## config.mk

```make
export PLATFORM = sky130hd
export DESIGN_NAME = m_seq_gen
export DESIGN_NICKNAME = d
export VERILOG_FILES = /design/src/rtl/m_seq_pkg.sv /design/src/rtl/m_seq_tick.sv /design/src/rtl/m_seq_gen.sv
export SDC_FILE = /design/constraint.sdc
export NUM_CORES = 1
export LEC_CHECK = 0
export ABC_AREA = 1
export CAP_MARGIN = 20
export CELL_PAD_IN_SITES_DETAIL_PLACEMENT = 0
export CELL_PAD_IN_SITES_GLOBAL_PLACEMENT = 1
export CORE_MARGIN = 2
export CORE_UTILIZATION = 46
export CTS_BUF_LIST = sky130_fd_sc_hd__clkbuf_4
export CTS_CLUSTER_SIZE = 24
export DETAILED_ROUTE_END_ITERATION = 8
export PLACE_DENSITY_LB_ADDON = 0.05
export SETUP_SLACK_MARGIN = 0.05
export SYNTH_ARGS = -nofsm -noshare
export SYNTH_HDL_FRONTEND = slang
export SYNTH_SLANG_ARGS = --single-unit
export TNS_END_PERCENT = 30
```

## constraint.sdc

```tcl
create_clock -name clk -period 3.9 [get_ports clk]
set_input_delay 0.585 -clock clk [delete_from_list [all_inputs] [get_ports clk]]
set_output_delay 0.585 -clock clk [all_outputs]
set_load 0.03 [all_outputs]
```

## src/rtl/m_seq_pkg.sv

```systemverilog
// Shared constants and LFSR helper for the m-sequence PN generator.
// Tap masks use bit i = state[i] in the feedback XOR; all are primitive.
package m_seq_pkg;

  localparam logic [2:0]  TAPS_3  = 3'b101;
  localparam logic [3:0]  TAPS_4  = 4'b1100;
  localparam logic [4:0]  TAPS_5  = 5'b10100;
  localparam logic [5:0]  TAPS_6  = 6'b110000;
  localparam logic [6:0]  TAPS_7  = 7'b1100000;
  localparam logic [7:0]  TAPS_8  = 8'b10111000;
  localparam logic [8:0]  TAPS_9  = 9'b100010000;
  localparam logic [9:0]  TAPS_10 = 10'b1001000000;
  localparam logic [10:0] TAPS_11 = 11'b10100000000;
  localparam logic [11:0] TAPS_12 = 12'b100000101001;
  localparam logic [12:0] TAPS_13 = 13'b1000000001101;
  localparam logic [13:0] TAPS_14 = 14'b10000000010101;
  localparam logic [14:0] TAPS_15 = 15'b110000000000000;
  localparam logic [15:0] TAPS_16 = 16'b1101000000001000;

  // Fibonacci step on a zero-extended state; callers truncate to their own N.
  function automatic logic [15:0] lfsr_next(input logic [15:0] state,
                                            input logic [15:0] taps);
    return {state[14:0], ^(state & taps)};
  endfunction

endpackage

```

## src/rtl/m_seq_tick.sv

```systemverilog
// Chip-rate divider: one-cycle tick every DIV enabled clk cycles.
module m_seq_tick #(
  parameter int DIV = 100000
) (
  input  logic clk,
  input  logic reset,
  input  logic enable,
  input  logic clr,
  output logic tick
);

  localparam int CW = (DIV > 1) ? $clog2(DIV) : 1;

  logic [CW-1:0] cnt;

  assign tick = enable && (cnt == CW'(DIV - 1));

  always_ff @(posedge clk or posedge reset) begin
    if (reset) begin
      cnt <= '0;
    end else if (clr || tick) begin
      cnt <= '0;
    end else if (enable) begin
      cnt <= cnt + CW'(1);
    end
  end

endmodule

```

## src/rtl/m_seq_gen.sv

```systemverilog
// Maximal-length PN chip generator with seed load, lock-up recovery,
// period-start marker and chip index; everything runs on clk.
module m_seq_gen
  import m_seq_pkg::*;
#(
  parameter int             N    = 3,
  parameter logic [N-1:0]   TAPS = N'(TAPS_3),
  parameter logic [N-1:0]   INIT = N'(1),
  parameter int             DIV  = 100000
) (
  input  logic         clk,
  input  logic         reset,
  input  logic         enable,
  input  logic         seed_load,
  input  logic [N-1:0] seed,
  output logic         ser_out,
  output logic         chip_stb,
  output logic         period_start,
  output logic [N-1:0] chip_idx,
  output logic [N-1:0] state_out,
  output logic         lockup
);

  logic         tick;
  logic [N-1:0] state_q;
  logic [N-1:0] ref_q;
  logic [N-1:0] state_nx;
  logic         at_ref;

  m_seq_tick #(.DIV(DIV)) u_tick (
    .clk    (clk),
    .reset  (reset),
    .enable (enable),
    .clr    (seed_load),
    .tick   (tick)
  );

  assign state_nx  = N'(lfsr_next(16'(state_q), 16'(TAPS)));
  assign at_ref    = (state_q == ref_q);
  assign state_out = state_q;

  // A seed load discards any coincident tick; a zero seed falls back to INIT.
  always_ff @(posedge clk or posedge reset) begin
    if (reset) begin
      state_q      <= INIT;
      ref_q        <= INIT;
      ser_out      <= 1'b0;
      chip_stb     <= 1'b0;
      period_start <= 1'b0;
      chip_idx     <= '0;
      lockup       <= 1'b0;
    end else begin
      chip_stb     <= 1'b0;
      period_start <= 1'b0;
      lockup       <= 1'b0;
      if (seed_load) begin
        chip_idx <= '0;
        if (seed == '0) begin
          state_q <= INIT;
          ref_q   <= INIT;
          lockup  <= 1'b1;
        end else begin
          state_q <= seed;
          ref_q   <= seed;
        end
      end else if (tick) begin
        chip_stb <= 1'b1;
        if (state_q == '0) begin
          state_q <= INIT;
          ser_out <= 1'b0;
          lockup  <= 1'b1;
        end else begin
          ser_out      <= state_q[N-1];
          state_q      <= state_nx;
          period_start <= at_ref;
          chip_idx     <= at_ref ? '0 : chip_idx + N'(1);
        end
      end
    end
  end

endmodule

```

After elaboration in Yosys (flattened, before gate mapping) --
Index checks and enable logic that the tools add are counted.
Word-level totals: bits in registers 30, input bits 7, output and inout bits 10, logic and storage cells 43
Cells by class: $add $sub $neg 2, equal/unequal tests 3, mux-type cells 20, bitwise gates (word level) 1, reductions and logical operators 9
Operators with widths (number):
- 17-bit 2-to-1 mux | 2
- 3-bit 2-to-1 mux | 8
- 17-bit by 1-bit adder with 17-bit output (second input constant) | 1
- 17-bit equality test (second input constant) | 1
- 16-bit XOR reduction | 1
- 1-bit 2-to-1 mux | 10
- 3-bit zero test | 2
- 2-bit AND reduction | 2
- 2-bit nonzero test | 2
- 3-bit by 1-bit adder with 3-bit output (second input constant) | 1
- 3-bit equality test | 1
- 2-bit != test (second input constant) | 1
- 1-bit logical AND | 1
- 1-bit logical OR | 1
- 1-bit NOT | 1

Longest topological paths before layout --
word-level depth 5, mapped depth 9, depth with buffers taken out 9

Cells and area by module --
A second synthesis with hierarchy kept.
Second synthesis, totals: cells, all modules 218, area, all modules 1692.9 um2
Modules (own cells, without submodules):
- m_seq_tick | instances 1, cells an instance 150, area each 1093.5 um2, sequential area each 425.4 um2
- m_seq_gen | instances 1, cells an instance 68, area each 599.3 um2, sequential area each 327.8 um2

Least setup slack after synthesis --
Ideal clock, no wire load.
kind input -> register, start point in enable, end point reg u_tick.cnt[13], library setup time 119 ps, arrival time 1332 ps, required time 3781 ps, slack 2448 ps, stages 8, path buffers 1, path through buf_4 > nand2_2 > nor2_4 > nand3_2 > nor2_4 > nand3_1 > nand2_1 > nor2_1
On the way: cells in the longest elaborated chain, start to end 3, elaborated cells on any way between the ends 4, those cells by class mux: 1; reduce/logical: 3
RTL lines:
- start: declaration | line m_seq_gen.sv:13 | input logic enable,
- 1-bit logical AND | line m_seq_tick.sv:16 | assign tick = enable && (cnt == CW'(DIV - 1));
- 1-bit logical OR | line m_seq_tick.sv:21 | end else if (clr || tick) begin
- 17-bit 2-to-1 mux / 2-bit nonzero test (equally long branches)
- end signal: assignment | line m_seq_tick.sv:24 | cnt <= cnt + CW'(1);
- end: declaration | line m_seq_tick.sv:14 | logic [CW-1:0] cnt;
Parallel ways exist; a longest one is shown, timed or not. A chain may end at the register's enable or synchronous reset.

Final worst setup path --
start point reg state_q[0] (netlist: state_out[0]), end point out state_out[0]
RTL lines:
- start: declaration | line m_seq_gen.sv:25 | logic [N-1:0] state_q;
- start signal: assignment | line m_seq_gen.sv:74 | state_q <= state_nx;
- end: declaration | line m_seq_gen.sv:20 | output logic [N-1:0] state_out,
No word-level cell between the ends.

==> impl_metrics.yaml <==
status:
  outcome: "completed"
sta:
  fin_crit_sh_pct: 55.9
  worstMarginPinSlew_ps: 581
  fin_setup_tns_ps: 0
  finalSetupViolations: 0
  slew_violations: 0
  fmax_ghz: 0.458
  hold_violations: 0
  clock_skew_ps: 3.78
  fin_hold_ws_ps: 499
  rsz0062_at_grt: "no"
  max_slew_margin_pct: 61.2
  period_minus_slack_ps: 2180
synth:
  netlist_area_mm2: 0.00163
  synth_cells: 207
  ys_top_cells_by_count: "53 x nand2_1, 33 x nor2_1, 28 x dfrtp_1, 18 x inv_1, 13 x o21ai_0"
  synth_top_cell_by_area: "dfrtp_1"
  synth_compound_area_share_pct: 6.15
  ys_warn_count: 0
  synth_area_per_cell_um2: 7.86
  synth_top_family_by_area: "simple AND/OR/NAND/NOR gates"
  synth_cell_types: 23
  synth-edff-count: 0
  ys.flop_type: "dfrtp_1"
  ys_seq_area_share_pct: 46.3
  synthArstFlopShare_pct: 100
  synth-xor-area-share_pct: 4.85
  synthAdderAreaFrac_pct: 1.54
  synthMuxAreaShare_pct: 0
  synthSimpleGateAreaFrac_pct: 34.2
  syn_nets: 216
  ys_ff_latch: 30
  yosys-top-cells-area: "dfrtp_1 43%, nand2_1 12%, nor2_1 7.6%"
  yosysMostFrequentCell: "nand2_1"
  synth_top_area_share_pct: 43.1
critical_path:
  critical_path_required_ps: 3310
  crit_path_end_kind: "output pin"
  crit_fanout: 5
  max_stage_delay_ps: 680
  path_buf_inv: 1
  crit_start: "state_out[0]"
  cp_slowest_cell: "clkdlybuf4s50_1"
  worstSetupStartpointType: "flip-flop"
  rr_worst_depth: 8
  arrival_ps: 1600
  crit_chain: "clkdlybuf4s50_1"
  r2r_start: "u_tick.cnt[0]"
  crit_type: "flip-flop to output pin"
  worstSetupPathDepth: 1
  critPathTopFamily: "buffers and inverters"
clock_network:
  clkSinkCount: 30
  cts_root_buffer: "clkbuf_4"
  cts_hold_buf: 0
  ctsResizeCount: 0
  postCtsSetupBuffers: 0
  cts.reportedPaths.clkPinSlew_ps: 100
  cts.htree.levels: 2
  cts_buffers: 5
  cts_buffer_depth: 2
  clkLatencyLatePin_ps: 320
  cts_tree: "done"
finish:
  syn_to_final_growth_pct: 16.7
  insertedDiodeCount: 0
  fin_nets: 237
  drive_gt1_share_pct: 12.2
  nFillCells: 367
min_path:
  whs_path_depth: 2
  holdCritPathClass: "flip-flop to flip-flop"
  hold_start: "ser_out"
floorplanning:
  coreArea_mm2: 0.00336
  die_y_um: 63.5
  row_count: 21
  io_pins: 17
  dieArea_mm2: 0.00403
  start_util_pct: 48.4
  die_w_um: 63.5
power:
  power.density_mw_per_mm2: 336
  leakagePower_uw: 0.000875
  max-vdd-ir-drop_mv: 0.208
  power_uw: 638
run:
  maxCapViolCount: 0
detailed_routing:
  remaining_drc_errors: 0
  viasPerCell: 4.95
  routedWlPerCell_um: 12.2
  drt-total-wl_mm: 3.36
  vias: 1360
  first_pass_iters: 4
  drt.antenna.violating_nets: 0
  drtIter0Drc: 67
place:
  place_congestion: 0.819
  hpwl_mm: 2.39
  numPortBuffers: 16
global_routing:
  antenna_found_initial: 0
  grt_usage_pct: 18.9
  grt_max_degree: 29
  grt_pass1_vias: 1384
  grt_overflow: 0
  grt_pass1_wl_mm: 5.89
-- layout by cell type (no fill, tap or decap), types with 4 or more instances in the layout --
| cell | n |
|---|---|
| nor3_1 | 6 |
| o21ai_0 | 13 |
| inv_1 | 18 |
| nand3_1 | 12 |
| nor2_1 | 33 |
| nor2_4 | 4 |
| xnor2_1 | 6 |
| a21oi_1 | 6 |
| clkdlybuf4s50_1 | 16 |
| clkbuf_4 | 6 |
| nand2_1 | 53 |
| dfrtp_1 | 28 |
-- flip-flops by register name (all words and copies together), names as in the netlist --
name,cells
lockup,1
period_start,1
u_tick.cnt,17
ref_q,3
chip_idx,3
state_out,3
chip_stb,1
ser_out,1
-- cell type report --
class | count | area, um^2 | share of cell area [%]
repair buffers | 18 | 195 | 10.3
clock inverters | 2 | 8.76 | 0.461
multi-input cells | 152 | 759 | 40.0
well taps | 46 | 57.6 | 3.03
clock buffers | 6 | 45.0 | 2.37
inverters | 21 | 78.8 | 4.15
flip-flops and latches | 30 | 753 | 39.7
-- worst min-delay path, cell delays in order (launching register included) --
cell and delay [ps]:
dfrtp_1 360, nand2_1 50, o21ai_0 50
-- path summary, 6_finish.rpt --
path	end	slack, ps
setup / recovery	state_out[0]	1720
hold / removal	ser_out	500
setup reg to reg	chip_idx[2]	2230
hold reg to reg	ser_out	500
max in group asynchronous	state_out[0]	2720
min in group asynchronous	u_tick.cnt[0]	610
-- logic make-up (layout without fill, tap and decap cells) --
family	after synthesis	count (layout)
and+or+nand+nor	121	121
DFF	30	30
buffers and inverters	25	47
AOI/OAI and AO/OA	20	20
xor gates and xnor gates	9	9
adders and majority gates	2	2
-- per-layer routing --
metal	part of all wire, %	up-vias	track usage (%)
met5	0	-	0
met4	1.3	0	9.51
met3	3.9	5	4.64
met2	47	32	30.0
met1	48	628	24.1
li1	-	695	-
-- stage by stage --
stage	util, %	instance area (um^2)	worst slack, ps	instances
2_1_floorplan	-	1630	2450	207
3_3_place_gp	54.0	1820	1660	266
3_5_place_dp	54.0	1820	1600	266
4_1_cts	55.6	1870	1710	274
5_1_grt	56.4	1900	1680	275
6_report	56.4	1900	1720	275
-- power by group --
group | switching [uW] | internal [uW]
Clock | 109 | 74.6
Combinational | 68.1 | 44.4
Sequential | 14.6 | 327
Power figures use the tool's default switching activity.
